[src/rtl/dna_fetch.sv]
// dna_fetch: bus initiator that reads the 57-bit device DNA from axi_dna.
// On start it reads the high word and repeats the read until the ready
// flag (bit 31) is set, then reads the low word, assembles
// {hi[24:0], lo[31:0]} and presents it with sticky status flags.
//
// Ports:
//   clk_48     in   fabric clock, rising edge
//   rst        in   asynchronous active-high reset
//   start      in   fetch request, only looked at in IDLE
//   busy       out  high whenever the FSM is not in IDLE
//   done       out  one-cycle pulse at the end of a fetch (ok or error)
//   dna[56:0]  out  last successfully fetched DNA
//   dna_valid  out  dna is valid (sticky, cleared on accepted start)
//   err[1:0]   out  00 ok, 01 poll limit, 10 response timeout (sticky)
//   arvalid    out  read request, exactly one cycle per request
//   araddr     out  address bit 2: 1 = high word, 0 = low word
//   rvalid     in   read response valid
//   rdata[31:0] in  read response data
//   fsm_state  out  current FSM state, for debug/observation
//
// Handshake: arvalid is a single-cycle request with no ready return; the
// responder answers with a single-cycle rvalid some cycles later. Only one
// request is ever outstanding, and rvalid is looked at only while waiting
// for a response (R_HI / R_LO); anywhere else it is ignored.
module dna_fetch #(
  parameter int POLL_GAP    = 64,
  parameter int MAX_POLLS   = 255,
  parameter int RSP_TIMEOUT = 15
) (
  input  logic        clk_48,
  input  logic        rst,
  input  logic        start,
  output logic        busy,
  output logic        done,
  output logic [56:0] dna,
  output logic        dna_valid,
  output logic [1:0]  err,
  output logic        arvalid,
  output logic        araddr,
  input  logic        rvalid,
  input  logic [31:0] rdata,
  output logic [2:0]  fsm_state
);

  localparam int GCW = $clog2(POLL_GAP + 1);
  localparam int TCW = $clog2(RSP_TIMEOUT + 1);
  localparam int PCW = (MAX_POLLS > 0) ? $clog2(MAX_POLLS + 1) : 1;
  localparam bit POLL_LIMIT = (MAX_POLLS > 0);

  localparam logic [GCW-1:0] GAP_LOAD = GCW'(POLL_GAP);
  localparam logic [TCW-1:0] T_LAST   = TCW'(RSP_TIMEOUT);
  // Poll count before the increment that would reach MAX_POLLS.
  localparam logic [PCW-1:0] P_LAST   = (MAX_POLLS > 0) ? PCW'(MAX_POLLS - 1) : '0;

  typedef enum logic [2:0] {
    S_IDLE  = 3'd0,
    S_AR_HI = 3'd1,
    S_R_HI  = 3'd2,
    S_GAP   = 3'd3,
    S_AR_LO = 3'd4,
    S_R_LO  = 3'd5,
    S_FIN   = 3'd6
  } state_t;

  state_t state, state_next;

  logic [GCW-1:0] gap_cnt;
  logic [TCW-1:0] tmo_cnt;
  logic [PCW-1:0] poll_cnt;
  logic [24:0]    hold;

  logic       clr_flags, clr_tmo, inc_tmo, inc_poll, load_gap, dec_gap;
  logic       latch_hi, wr_dna, set_err;
  logic [1:0] err_code;

  // Reserved high-word bits carry no information.
  logic unused_rdata;
  assign unused_rdata = ^rdata[30:25];

  always_ff @(posedge clk_48 or posedge rst) begin
    if (rst) state <= S_IDLE;
    else     state <= state_next;
  end

  always_comb begin
    state_next = state;
    clr_flags  = 1'b0;
    clr_tmo    = 1'b0;
    inc_tmo    = 1'b0;
    inc_poll   = 1'b0;
    load_gap   = 1'b0;
    dec_gap    = 1'b0;
    latch_hi   = 1'b0;
    wr_dna     = 1'b0;
    set_err    = 1'b0;
    err_code   = 2'b00;
    case (state)
      S_IDLE: begin
        if (start) begin
          clr_flags  = 1'b1;
          state_next = S_AR_HI;
        end
      end
      S_AR_HI: begin
        clr_tmo    = 1'b1;
        state_next = S_R_HI;
      end
      S_R_HI: begin
        if (rvalid) begin
          if (rdata[31]) begin
            latch_hi   = 1'b1;
            state_next = S_AR_LO;
          end else if (POLL_LIMIT && (poll_cnt == P_LAST)) begin
            set_err    = 1'b1;
            err_code   = 2'b01;
            state_next = S_FIN;
          end else begin
            // Unlimited polling keeps the counter frozen so it cannot wrap.
            inc_poll   = POLL_LIMIT;
            load_gap   = 1'b1;
            state_next = S_GAP;
          end
        end else if (tmo_cnt == T_LAST) begin
          set_err    = 1'b1;
          err_code   = 2'b10;
          state_next = S_FIN;
        end else begin
          inc_tmo = 1'b1;
        end
      end
      S_GAP: begin
        dec_gap = 1'b1;
        if (gap_cnt == GCW'(1)) state_next = S_AR_HI;
      end
      S_AR_LO: begin
        clr_tmo    = 1'b1;
        state_next = S_R_LO;
      end
      S_R_LO: begin
        if (rvalid) begin
          wr_dna     = 1'b1;
          state_next = S_FIN;
        end else if (tmo_cnt == T_LAST) begin
          set_err    = 1'b1;
          err_code   = 2'b10;
          state_next = S_FIN;
        end else begin
          inc_tmo = 1'b1;
        end
      end
      S_FIN:   state_next = S_IDLE;
      default: state_next = S_IDLE;
    endcase
  end

  always_ff @(posedge clk_48 or posedge rst) begin
    if (rst) begin
      gap_cnt   <= '0;
      tmo_cnt   <= '0;
      poll_cnt  <= '0;
      hold      <= '0;
      dna       <= '0;
      dna_valid <= 1'b0;
      err       <= 2'b00;
    end else begin
      if (clr_flags) begin
        dna_valid <= 1'b0;
        err       <= 2'b00;
        poll_cnt  <= '0;
      end
      if (inc_poll) poll_cnt <= poll_cnt + 1'b1;
      if (clr_tmo)      tmo_cnt <= '0;
      else if (inc_tmo) tmo_cnt <= tmo_cnt + 1'b1;
      if (load_gap)     gap_cnt <= GAP_LOAD;
      else if (dec_gap) gap_cnt <= gap_cnt - 1'b1;
      if (latch_hi) hold <= rdata[24:0];
      // dna only changes from a hi+lo pair of the same fetch.
      if (wr_dna) begin
        dna       <= {hold, rdata};
        dna_valid <= 1'b1;
      end
      if (set_err) err <= err_code;
    end
  end

  // Outputs decode the state register directly so reset drops them at once.
  assign busy      = (state != S_IDLE);
  assign done      = (state == S_FIN);
  assign arvalid   = (state == S_AR_HI) || (state == S_AR_LO);
  assign araddr    = (state == S_AR_HI);
  assign fsm_state = state;

endmodule

[config.mk]
export PLATFORM = sky130hd
export DESIGN_NAME = dna_fetch
export DESIGN_NICKNAME = d
export VERILOG_FILES = /design/src/rtl/dna_fetch.sv
export SDC_FILE = /design/constraint.sdc
export NUM_CORES = 1
export LEC_CHECK = 0
export CORE_ASPECT_RATIO = 1.2
export CORE_MARGIN = 1.5
export CORE_UTILIZATION = 30
export DETAILED_ROUTE_END_ITERATION = 7
export MAX_ROUTING_LAYER = met4
export PLACE_DENSITY_LB_ADDON = 0.12
export RECOVER_POWER = 25
export REMOVE_ABC_BUFFERS = 1
export SLEW_MARGIN = 15
export SYNTH_ARGS = -nofsm -noshare
export SYNTH_HDL_FRONTEND = slang
export SYNTH_SLANG_ARGS = --single-unit
[constraint.sdc]
create_clock -name clk_48 -period 6.6 [get_ports clk_48]
set_clock_uncertainty 0.2 [all_clocks]
set_input_delay 1.32 -clock clk_48 [delete_from_list [all_inputs] [get_ports clk_48]]
set_output_delay 1.32 -clock clk_48 [all_outputs]
set_load 0.05 [all_outputs]
# Word level (Yosys, flattened, before mapping)
# Cells that the tools add are included.
# totals
out_inout_bits	67
word_cells	79
reg_bits	107
inputBits	36
# classes
eq_ne	11
n_mux	46
addsub	3
n_reduce_logical	11
# ops
op	n
$mux W1	25
$mux W3	7
$pmux W3 S6	1
$mux W8	2
$mux W7	2
$mux W2	5
$reduce_bool A2 Y1	5
$eq A3 B3 Y1 const B	3
$add A8 B1 Y8 const B	1
$eq A8 B8 Y1 const B	1
$mux W4	2
$eq A7 B1 Y1 const B	1
$sub A7 B1 Y7 const B	1
$eq A3 B2 Y1 const B	2
$add A4 B1 Y4 const B	1
$eq A4 B4 Y1 const B	1
$ne A2 B2 Y1 const B	2
$pmux W2 S2	1
$reduce_or A2 Y1	2
$eq A3 B1 Y1 const B	1
$logic_not A3 Y1	1
$reduce_bool A3 Y1	1
$pmux W1 S2	1
$reduce_and A2 Y1	1
$logic_or A1 B1 Y1	1

# Longest topological paths before layout
# Gate-level depths: netlist of run 1.
# logic_depth
word_depth	6
mapped_depth	7
depth_no_buf	6

# Least setup slack after synthesis of run 1
# No wires, ideal clock.
# synth_path
path_kind	register -> output
from	reg state[1], in the netlist fsm_state[1]
to	out araddr
n_path_buf	2
slack_ns	2.941
path_stages_with_launch	4
t_arrival_ns	2.139
required_time_ns	5.080
path_cell_list	dfrtp_1 > clkbuf_1 > clkbuf_1 > nor3_1
# synth_between
elab_chain_cells	1
# synth_lines
element	line	source
start, declared	65	state_t state, state_next;
start signal, assigned	82	else state <= state_next;
$eq A3 B1 Y1	190	assign araddr = (state == S_AR_HI);
end, declared	39	output logic araddr,
# No other way between the ends.

==> results.sh, run 1 <==
export IMPL_cts_setup_buffers=0
export IMPL_die_w_um=115
export IMPL_cp_end_kind="asynchronous set/reset pin"
export IMPL_viasPerCell=4.66
export IMPL_fin_area_um2=6060
export IMPL_ys_seq_elements=107
export IMPL_grtUsageTotal=0.133
export IMPL_final_nets=480
export IMPL_p_leak_uw=0.00255
export IMPL_vdd_ir_drop_max_mv=0.245
export IMPL_finalNonFillerCells=647
export IMPL_synthFlopType="dfrtp_1"
export IMPL_post_route_util=0.407
export IMPL_synth_edf_count=0
export IMPL_cts_resized_gates=0
export IMPL_path_clk_slew_ps=70
export IMPL_place_inst=632
export IMPL_die_area_um2=15900
export IMPL_min_period_ps=4020
export IMPL_hp_class="register to register"
export IMPL_synth_avg_cell_area_um2=13.3
export IMPL_synthCells=341
export IMPL_dp_hpwl_um=6390
export IMPL_std_cell_rows=49
export IMPL_power_density_nw_per_um2=548
export IMPL_tns_ps=0
export IMPL_cts_root_buf="clkbuf_16"
export IMPL_yosysWarnings=0
export IMPL_drive_above_1_share=0.239
export IMPL_holdBufCountCts=0
export IMPL_maxSlewViolCount=68
export IMPL_synth_distinct_cells=50
export IMPL_rsz0062_at_grt="no"
export IMPL_setup_violations_final=0
export IMPL_io_pins=103
export IMPL_failed_checks="capacitance limit, slew limit"
export IMPL_hold_slack_ps=295
export IMPL_status="finished with violations"
export IMPL_hold_violations=0
export IMPL_r2r_start="fsm_state[1]"
export IMPL_reg2reg_slack_ps=3790
export IMPL_synth_async_reset_ratio=1.00
export IMPL_wl_per_cell_um=14.8
export IMPL_postRouteAntennaNets=0
export IMPL_grt_pass1_wl_um=15700
export IMPL_route_detailed_drc=0
export IMPL_port_buffers=102
export IMPL_worst_pin_slew_ps=3020
export IMPL_antenna_found_initial=0
export IMPL_reg2regPathDepth=4
export IMPL_final_common_cell="dfrtp_1"
export IMPL_area_growth_synth_to_final_pct=33.3
export IMPL_grt_max_degree=68
export IMPL_mostFrequentLayoutCells="dfrtp_1, clkdlybuf4s50_1, mux2_2"
export IMPL_cts_tree="built"
export IMPL_grt_overflow=0
export IMPL_cts_sinks=107
export IMPL_gp_congestion=0.791
export IMPL_cts_htree_levels=3
export IMPL_start_util=0.305
export IMPL_grt_pass1_vias=3088
export IMPL_crit_type="input pin to asynchronous set/reset pin"
export IMPL_critPathArrivalTime_ps=4280
export IMPL_startpoint_type="input pin"
export IMPL_cp_startpoint="rst"
export IMPL_setup_worst_path_end="hold[10]"
export IMPL_core_area_um2=14900
export IMPL_period_share=0.609
export IMPL_cp_max_fo=67
export IMPL_dieHeight_um=138
export IMPL_synth_yosys_seq_area_share=0.589
export IMPL_fmax_ghz=0.249
export IMPL_syn_cell_area_um2=4550
export IMPL_max_cap_violations=1
export IMPL_placed_cell_area_um2=5770
export IMPL_finalWirelength_um=9590
export IMPL_drt_first_iter_violations=86
export IMPL_insertion_delay_ps=340
export IMPL_r2r_end="hold[22]"
export IMPL_relSlewSlack=-1.02
export IMPL_dr_pass1_iters=4
export IMPL_n_antenna_cell=0
export IMPL_critPathRequiredTime_ps=6860
export IMPL_num_vias=3018
export IMPL_cts_buffers=9
export IMPL_clk_path_buf_depth=2
state kept, by name (all words and copies together) (netlist names):
name       flops
dna           57
dna_valid      1
err            2
fsm_state      3
gap_cnt        7
hold          25
poll_cnt       8
tmo_cnt        4
metrics by stage:
stage | total power (uW) | worst slack, ps
finish | 3320 | 2580
global route | 3510 | 1920
CTS | 3370 | 2770
detailed placement | 2810 | 2930
global placement | 2790 | 2970
floorplan | 2250 | 2260
critical path, stage by stage:
cell and delay [ps]:
dlygate4sd3_1 550, clkinvlp_2 1680, buf_4 690
layout make-up:
cell class	instances	area [um2]
inverters	9	35.0
multi-input cells	208	1760
fillers	1446	8840
flip-flops and latches	107	2680
clock buffers	12	246
repair buffers	104	1040
well taps	204	255
clock inverters	3	47.5
cell families after synthesis:
logic type,Yosys count,synth area share
adders and majority gates,5,0.0138
xor gates and xnor gates,5,0.00963
AOI/OAI and AO/OA,37,0.0592
and+or+nand+nor,73,0.0856
DFF,107,0.589
muxes,88,0.217
buffers and inverters,26,0.0261
worst min-delay path by stage:
stage,startpoint,endpoint,slack [ps],cells after the start
global route,poll_cnt[7],poll_cnt[7],300,1
detailed placement,poll_cnt[7],poll_cnt[7],270,1
floorplan,poll_cnt[7],poll_cnt[7],250,1
global placement,dna_valid,dna_valid,260,2
CTS,poll_cnt[7],poll_cnt[7],290,1
finish,poll_cnt[7],poll_cnt[7],290,1
power breakdown:
group          switching (uW)  internal (uW)
Clock                     236            305
Combinational            1000            635
Sequential                194            945
synthesized netlist by cell type (all sizes together) (3+ instances only):
library cell | number | share of area
nor2b | 4 | 0.0055
xor2 | 4 | 0.0077
and3b | 3 | 0.0058
nor3 | 5 | 0.0066
buf | 12 | 0.015
clkbuf | 5 | 0.0041
mux2i | 5 | 0.011
o21ai | 7 | 0.0077
a211oi | 3 | 0.0050
nor2 | 13 | 0.012
a31oi | 3 | 0.0041
ha | 5 | 0.014
nor4 | 4 | 0.0055
dfrtp | 107 | 0.59
nand2 | 19 | 0.016
inv | 9 | 0.0074
mux2 | 83 | 0.21
nand3 | 8 | 0.0088
a21oi | 4 | 0.0044
a221o | 4 | 0.0088
per-layer routing:
layer / track usage / share of wire
met1: 0.162 / 0.44
met2: 0.195 / 0.47
met3: 0.0480 / 0.070
met4: 0.0624 / 0.021
met5: - / 0
(Power assumes the default switching activity.)
==> run 2: changes to the inputs <==
Clock period 6.6 ns to 4 ns, I/O delays scaled along.
==> run 2 against run 1 <==
Compared with the run above:
- the run still ends with capacitance limit, slew limit left
- sequential power rose by 65%
- hold slack lost 7.4 ps
- total power grew 63%
- routed wire length is 0.88% lower
- sequential share of layout area hardly changed
- register-to-register slack got worse by 2500 ps
- highest routed layer unchanged
==> results.sh, run 2 (same netlist as run 1, synthesis figures left out) <==
export IMPL_cts_buffers=9
export IMPL_core_area_um2=14900
export IMPL_tns_ps=0
export IMPL_grt_max_degree=59
export IMPL_hold_violations=0
export IMPL_crit_type="register to output port"
export IMPL_route_detailed_drc=0
export IMPL_cp_cell_sequence="inv_1 > nand2_1 > a21oi_1 > clkdlybuf4s50_1"
export IMPL_worst_pin_slew_ps=2040
export IMPL_min_period_ps=3280
export IMPL_vdd_ir_drop_max_mv=0.443
export IMPL_n_fill_cell=1473
export IMPL_num_vias=3075
export IMPL_port_buffers=102
export IMPL_cts_htree_levels=3
export IMPL_cts_setup_buffers=0
export IMPL_io_pins=103
export IMPL_final_nets=483
export IMPL_drive_above_1_share=0.248
export IMPL_start_util=0.305
export IMPL_top_regs="dna: 57 flops, hold: 25 flops, poll_cnt: 8 flops"
export IMPL_p_leak_uw=0.00255
export IMPL_cp_max_fo=19
export IMPL_finalNonFillerCells=651
export IMPL_relSlewSlack=-0.364
export IMPL_multi_input_area_um2=1760
export IMPL_mostFrequentLayoutCells="dfrtp_1, clkdlybuf4s50_1, mux2_2"
export IMPL_period_share=0.820
export IMPL_hp_class="register to register"
export IMPL_clk_path_buf_depth=2
export IMPL_viasPerCell=4.72
export IMPL_dieHeight_um=138
export IMPL_max_cap_violations=1
export IMPL_place_inst=635
export IMPL_postRouteAntennaNets=0
export IMPL_status="finished with violations"
export IMPL_final_common_cell="dfrtp_1"
export IMPL_failed_checks="capacitance limit, slew limit"
export IMPL_worst_path_max_delay_cell="clkdlybuf4s50_1"
export IMPL_fmax_ghz=0.305
export IMPL_power_density_nw_per_um2=895
export IMPL_crit_path_max_incr_delay_ps=830
export IMPL_dr_pass1_iters=4
export IMPL_cts_tree="built"
export IMPL_insertion_delay_ps=350
export IMPL_area_growth_synth_to_final_pct=33.3
export IMPL_grt_overflow=0
export IMPL_largest_register_ffs=57
export IMPL_die_w_um=115
export IMPL_largest_register="dna"
export IMPL_cts_sinks=107
export IMPL_cts_resized_gates=0
export IMPL_finalWirelength_um=9510
export IMPL_grt_pass1_vias=3093
export IMPL_cts_root_buf="clkbuf_16"
export IMPL_n_antenna_cell=0
export IMPL_dp_hpwl_um=6360
export IMPL_seq_area_um2=2680
export IMPL_grt_pass1_wl_um=15800
export IMPL_setup_violations_final=0
export IMPL_wl_per_cell_um=14.6
export IMPL_holdBufCountCts=0
export IMPL_maxSlewViolCount=48
export IMPL_antenna_found_initial=0
export IMPL_startpoint_type="register"
export IMPL_critPathArrivalTime_ps=2280
export IMPL_path_clk_slew_ps=70
export IMPL_die_area_um2=15900
export IMPL_cp_end_kind="output port"
export IMPL_critPathRequiredTime_ps=3000
export IMPL_rsz0062_at_grt="no"
export IMPL_std_cell_rows=49
export IMPL_gp_congestion=0.788
export IMPL_drt_first_iter_violations=221
export IMPL_reg2reg_slack_ps=1260
export IMPL_grtUsageTotal=0.132
==> run 2: final timing paths <==
| path | startpoint | end | depth (start not counted) |
|---|---|---|---|
| max | fsm_state[2] | arvalid | 4 |
| min in group asynchronous | rst | dna[17] | 2 |
| max reg2reg | fsm_state[1] | poll_cnt[3] | 4 |
| min reg2reg | dna_valid | dna_valid | 2 |
| min | dna_valid | dna_valid | 2 |
| max in group asynchronous | rst | dna[19] | 3 |
==> run 2: stage by stage <==
stage	power [uW]	area [um2]	hold WS (ps)	util	setup slack (ps)
floorplan	3710	4460	248	-	183
global placement	4600	5790	266	0.389	863
detailed placement	4630	5790	274	0.389	873
CTS	5500	6060	294	0.407	713
global route	5740	6060	322	0.407	317
finish	5420	6060	287	0.407	721
==> run 2: worst max-delay path, delay by kind of cell (launching register included) <==
family	cells	cell delay [ps]
buffers and inverters	2	1110
AOI/OAI and AO/OA	1	130
and+or+nand+nor	1	80
DFF	1	610
==> run 2: cell type report <==
class                      count  share of cell area
tap                          204              0.0421
inverter                       9             0.00578
sequential                   107               0.442
multi-input combinational    208               0.291
timing repair buffer         107               0.174
clock inverter                 7             0.00826
clock buffer                   9              0.0372
==> run 2: report_power, final <==
| group | switching, uW | leakage [uW] | internal [uW] |
|---|---|---|---|
| sequential | 323 | 0.00134 | 1560 |
| combinational | 1650 | 0.00108 | 1050 |
| clock | 413 | 0.000128 | 425 |
| total | 2390 | 0.00255 | 3030 |
==> run 2: routing by layer <==
| metal | track usage | wire length (um) | up-vias |
|---|---|---|---|
| met5 | - | 0 | - |
| met4 | 0.0514 | 140 | 0 |
| met3 | 0.0493 | 729 | 11 |
| met2 | 0.189 | 4350 | 83 |
| met1 | 0.169 | 4290 | 1562 |
| li1 | - | - | 1419 |
==> run 3: changes to the inputs <==
Clock period 4 ns to 3.1 ns, I/O delays scaled along.
==> run 3 against run 2 <==
Compared with the run above:
- the flow finishes with violations (capacitance limit)
- final area is 2.0% higher
- flip-flop and latch count stayed put
- clock power is 52% higher
==> results.sh, run 3 (same netlist as run 1, synthesis figures left out) <==
export IMPL_final_common_cell="dfrtp_1"
export IMPL_failed_checks="capacitance limit"
export IMPL_min_period_ps=2890
export IMPL_post_route_util=0.415
export IMPL_min_to="poll_cnt[7]"
export IMPL_hold_slack_ps=284
export IMPL_setup_violations_final=0
export IMPL_grt_overflow=0
export IMPL_cts_setup_buffers=0
export IMPL_grt_max_degree=59
export IMPL_multi_input_area_um2=1760
export IMPL_r2r_end="poll_cnt[1]"
export IMPL_viasPerCell=4.69
export IMPL_rsz0062_at_grt="no"
export IMPL_largest_register_ffs=57
export IMPL_power_density_nw_per_um2=1170
export IMPL_max_cap_violations=1
export IMPL_reg2regPathDepth=5
export IMPL_whs_path_depth=1
export IMPL_final_nets=487
export IMPL_core_area_um2=14900
export IMPL_start_util=0.305
export IMPL_placed_cell_area_um2=5860
export IMPL_fmax_ghz=0.346
export IMPL_postRouteAntennaNets=0
export IMPL_dieHeight_um=138
export IMPL_wl_per_cell_um=14.8
export IMPL_largest_register="dna"
export IMPL_dp_hpwl_um=6600
export IMPL_seq_area_um2=2680
export IMPL_critPathRequiredTime_ps=2280
export IMPL_top_regs="dna: 57 flops, hold: 25 flops, poll_cnt: 8 flops"
export IMPL_maxSlewViolCount=0
export IMPL_reg2reg_slack_ps=460
export IMPL_finalWirelength_um=9690
export IMPL_grt_pass1_wl_um=15600
export IMPL_die_area_um2=15900
export IMPL_p_int_uw=4150
export IMPL_hold_violations=0
export IMPL_holdBufCountCts=0
export IMPL_period_share=0.932
export IMPL_cts_buffers=9
export IMPL_port_buffers=102
export IMPL_die_w_um=115
export IMPL_p_comb_frac=0.493
export IMPL_status="finished with violations"
export IMPL_area_growth_synth_to_final_pct=35.9
export IMPL_fin_area_um2=6180
export IMPL_n_antenna_cell=0
export IMPL_io_pins=103
export IMPL_sw_frac_of_total=0.426
export IMPL_route_detailed_drc=0
export IMPL_crit_type="register to output port"
export IMPL_dr_pass1_iters=4
export IMPL_insertion_delay_ps=350
export IMPL_clkPwrFrac=0.176
export IMPL_drive_above_1_share=0.255
export IMPL_p_leak_uw=0.00263
export IMPL_antenna_found_initial=0
export IMPL_hold_start="poll_cnt[7]"
export IMPL_cts_root_buf="clkbuf_16"
export IMPL_seqPwrFrac=0.331
export IMPL_vdd_ir_drop_max_mv=0.571
export IMPL_worst_pin_slew_ps=1470
export IMPL_mostFrequentLayoutCells="dfrtp_1, clkdlybuf4s50_1, mux2_2"
export IMPL_r2r_start="fsm_state[2]"
export IMPL_drt_first_iter_violations=125
export IMPL_startpoint_type="register"
export IMPL_hp_class="register to register"
export IMPL_cp_max_fo=11
export IMPL_clk_path_buf_depth=2
export IMPL_grt_pass1_vias=3163
export IMPL_finalNonFillerCells=655
export IMPL_critPathArrivalTime_ps=2070
export IMPL_cts_tree="built"
export IMPL_n_fill_cell=1436
export IMPL_cts_htree_levels=3
export IMPL_gp_congestion=0.777
export IMPL_relSlewSlack=0.0126
export IMPL_cp_end_kind="output port"
export IMPL_std_cell_rows=49
export IMPL_worst_slack_ps=210
export IMPL_cts_resized_gates=0
export IMPL_path_clk_slew_ps=70
export IMPL_cts_sinks=107
export IMPL_power_switching_uw=3080
export IMPL_num_vias=3075
export IMPL_place_inst=639
export IMPL_grtUsageTotal=0.132
export IMPL_place_ws_ps=392
-- run 3: cell count changes in the layout (fill, tap and decap cells not counted), sizes merged --
| cell | change |
|---|---|
| clkinvlp | -2 |
| inv | -1 |
| clkdlybuf4s50 | -1 |
| dlymetal6s2s | +1 |
| clkinv | -1 |
| clkbuf | +2 |
| bufinv | +2 |
| buf | +4 |
-- run 3: layer usage --
metal	routed length (um)	GRT usage	vias up
li1	-	-	1438
met1	4280	0.157	1545
met2	4570	0.202	83
met3	703	0.0502	9
met4	140	0.0494	0
met5	0	-	-
-- run 3: critical path: stages, from the launching register on --
cell,delay (ps)
dfrtp_1,500
inv_1,170
nor3_1,220
clkdlybuf4s50_1,830
-- run 3: power groups by stage --
stage / clock, uW / sequential (uW) / combinational, uW
final: 1270 / 2390 / 3560
after global routing: 1370 / 2490 / 3750
after CTS: 1330 / 2400 / 3610
after detailed placement: 0 / 2420 / 3590
after global placement: 0 / 2390 / 3580
after floorplan: 0 / 3740 / 1040
-- run 3: worst max path at each step --
stage	start	end	slack, ps	cells after the start
5_1_grt	rst	gap_cnt[5]	90	3
2_1_floorplan	rst	dna[0]	-540	1
6_report	fsm_state[0]	araddr	210	3
3_3_place_gp	rdata[31]	poll_cnt[4]	460	5
4_1_cts	fsm_state[2]	arvalid	60	4
3_5_place_dp	rdata[31]	poll_cnt[4]	390	5
-- run 3: through the flow --
step                      power (uW)  setup TNS (ps)
final                           7220               0
after global routing            7620               0
after CTS                       7340               0
after detailed placement        6010               0
after global placement          5970               0
after floorplan                 4790          -77320
-- run 3: cell type report --
type / instances / share of cell area
Tap cell: 204 / 0.0413
Multi-Input combinational cell: 208 / 0.285
Sequential cell: 107 / 0.433
Clock inverter: 5 / 0.0136
Timing Repair Buffer: 111 / 0.180
Clock buffer: 11 / 0.0409
Inverter: 9 / 0.00567
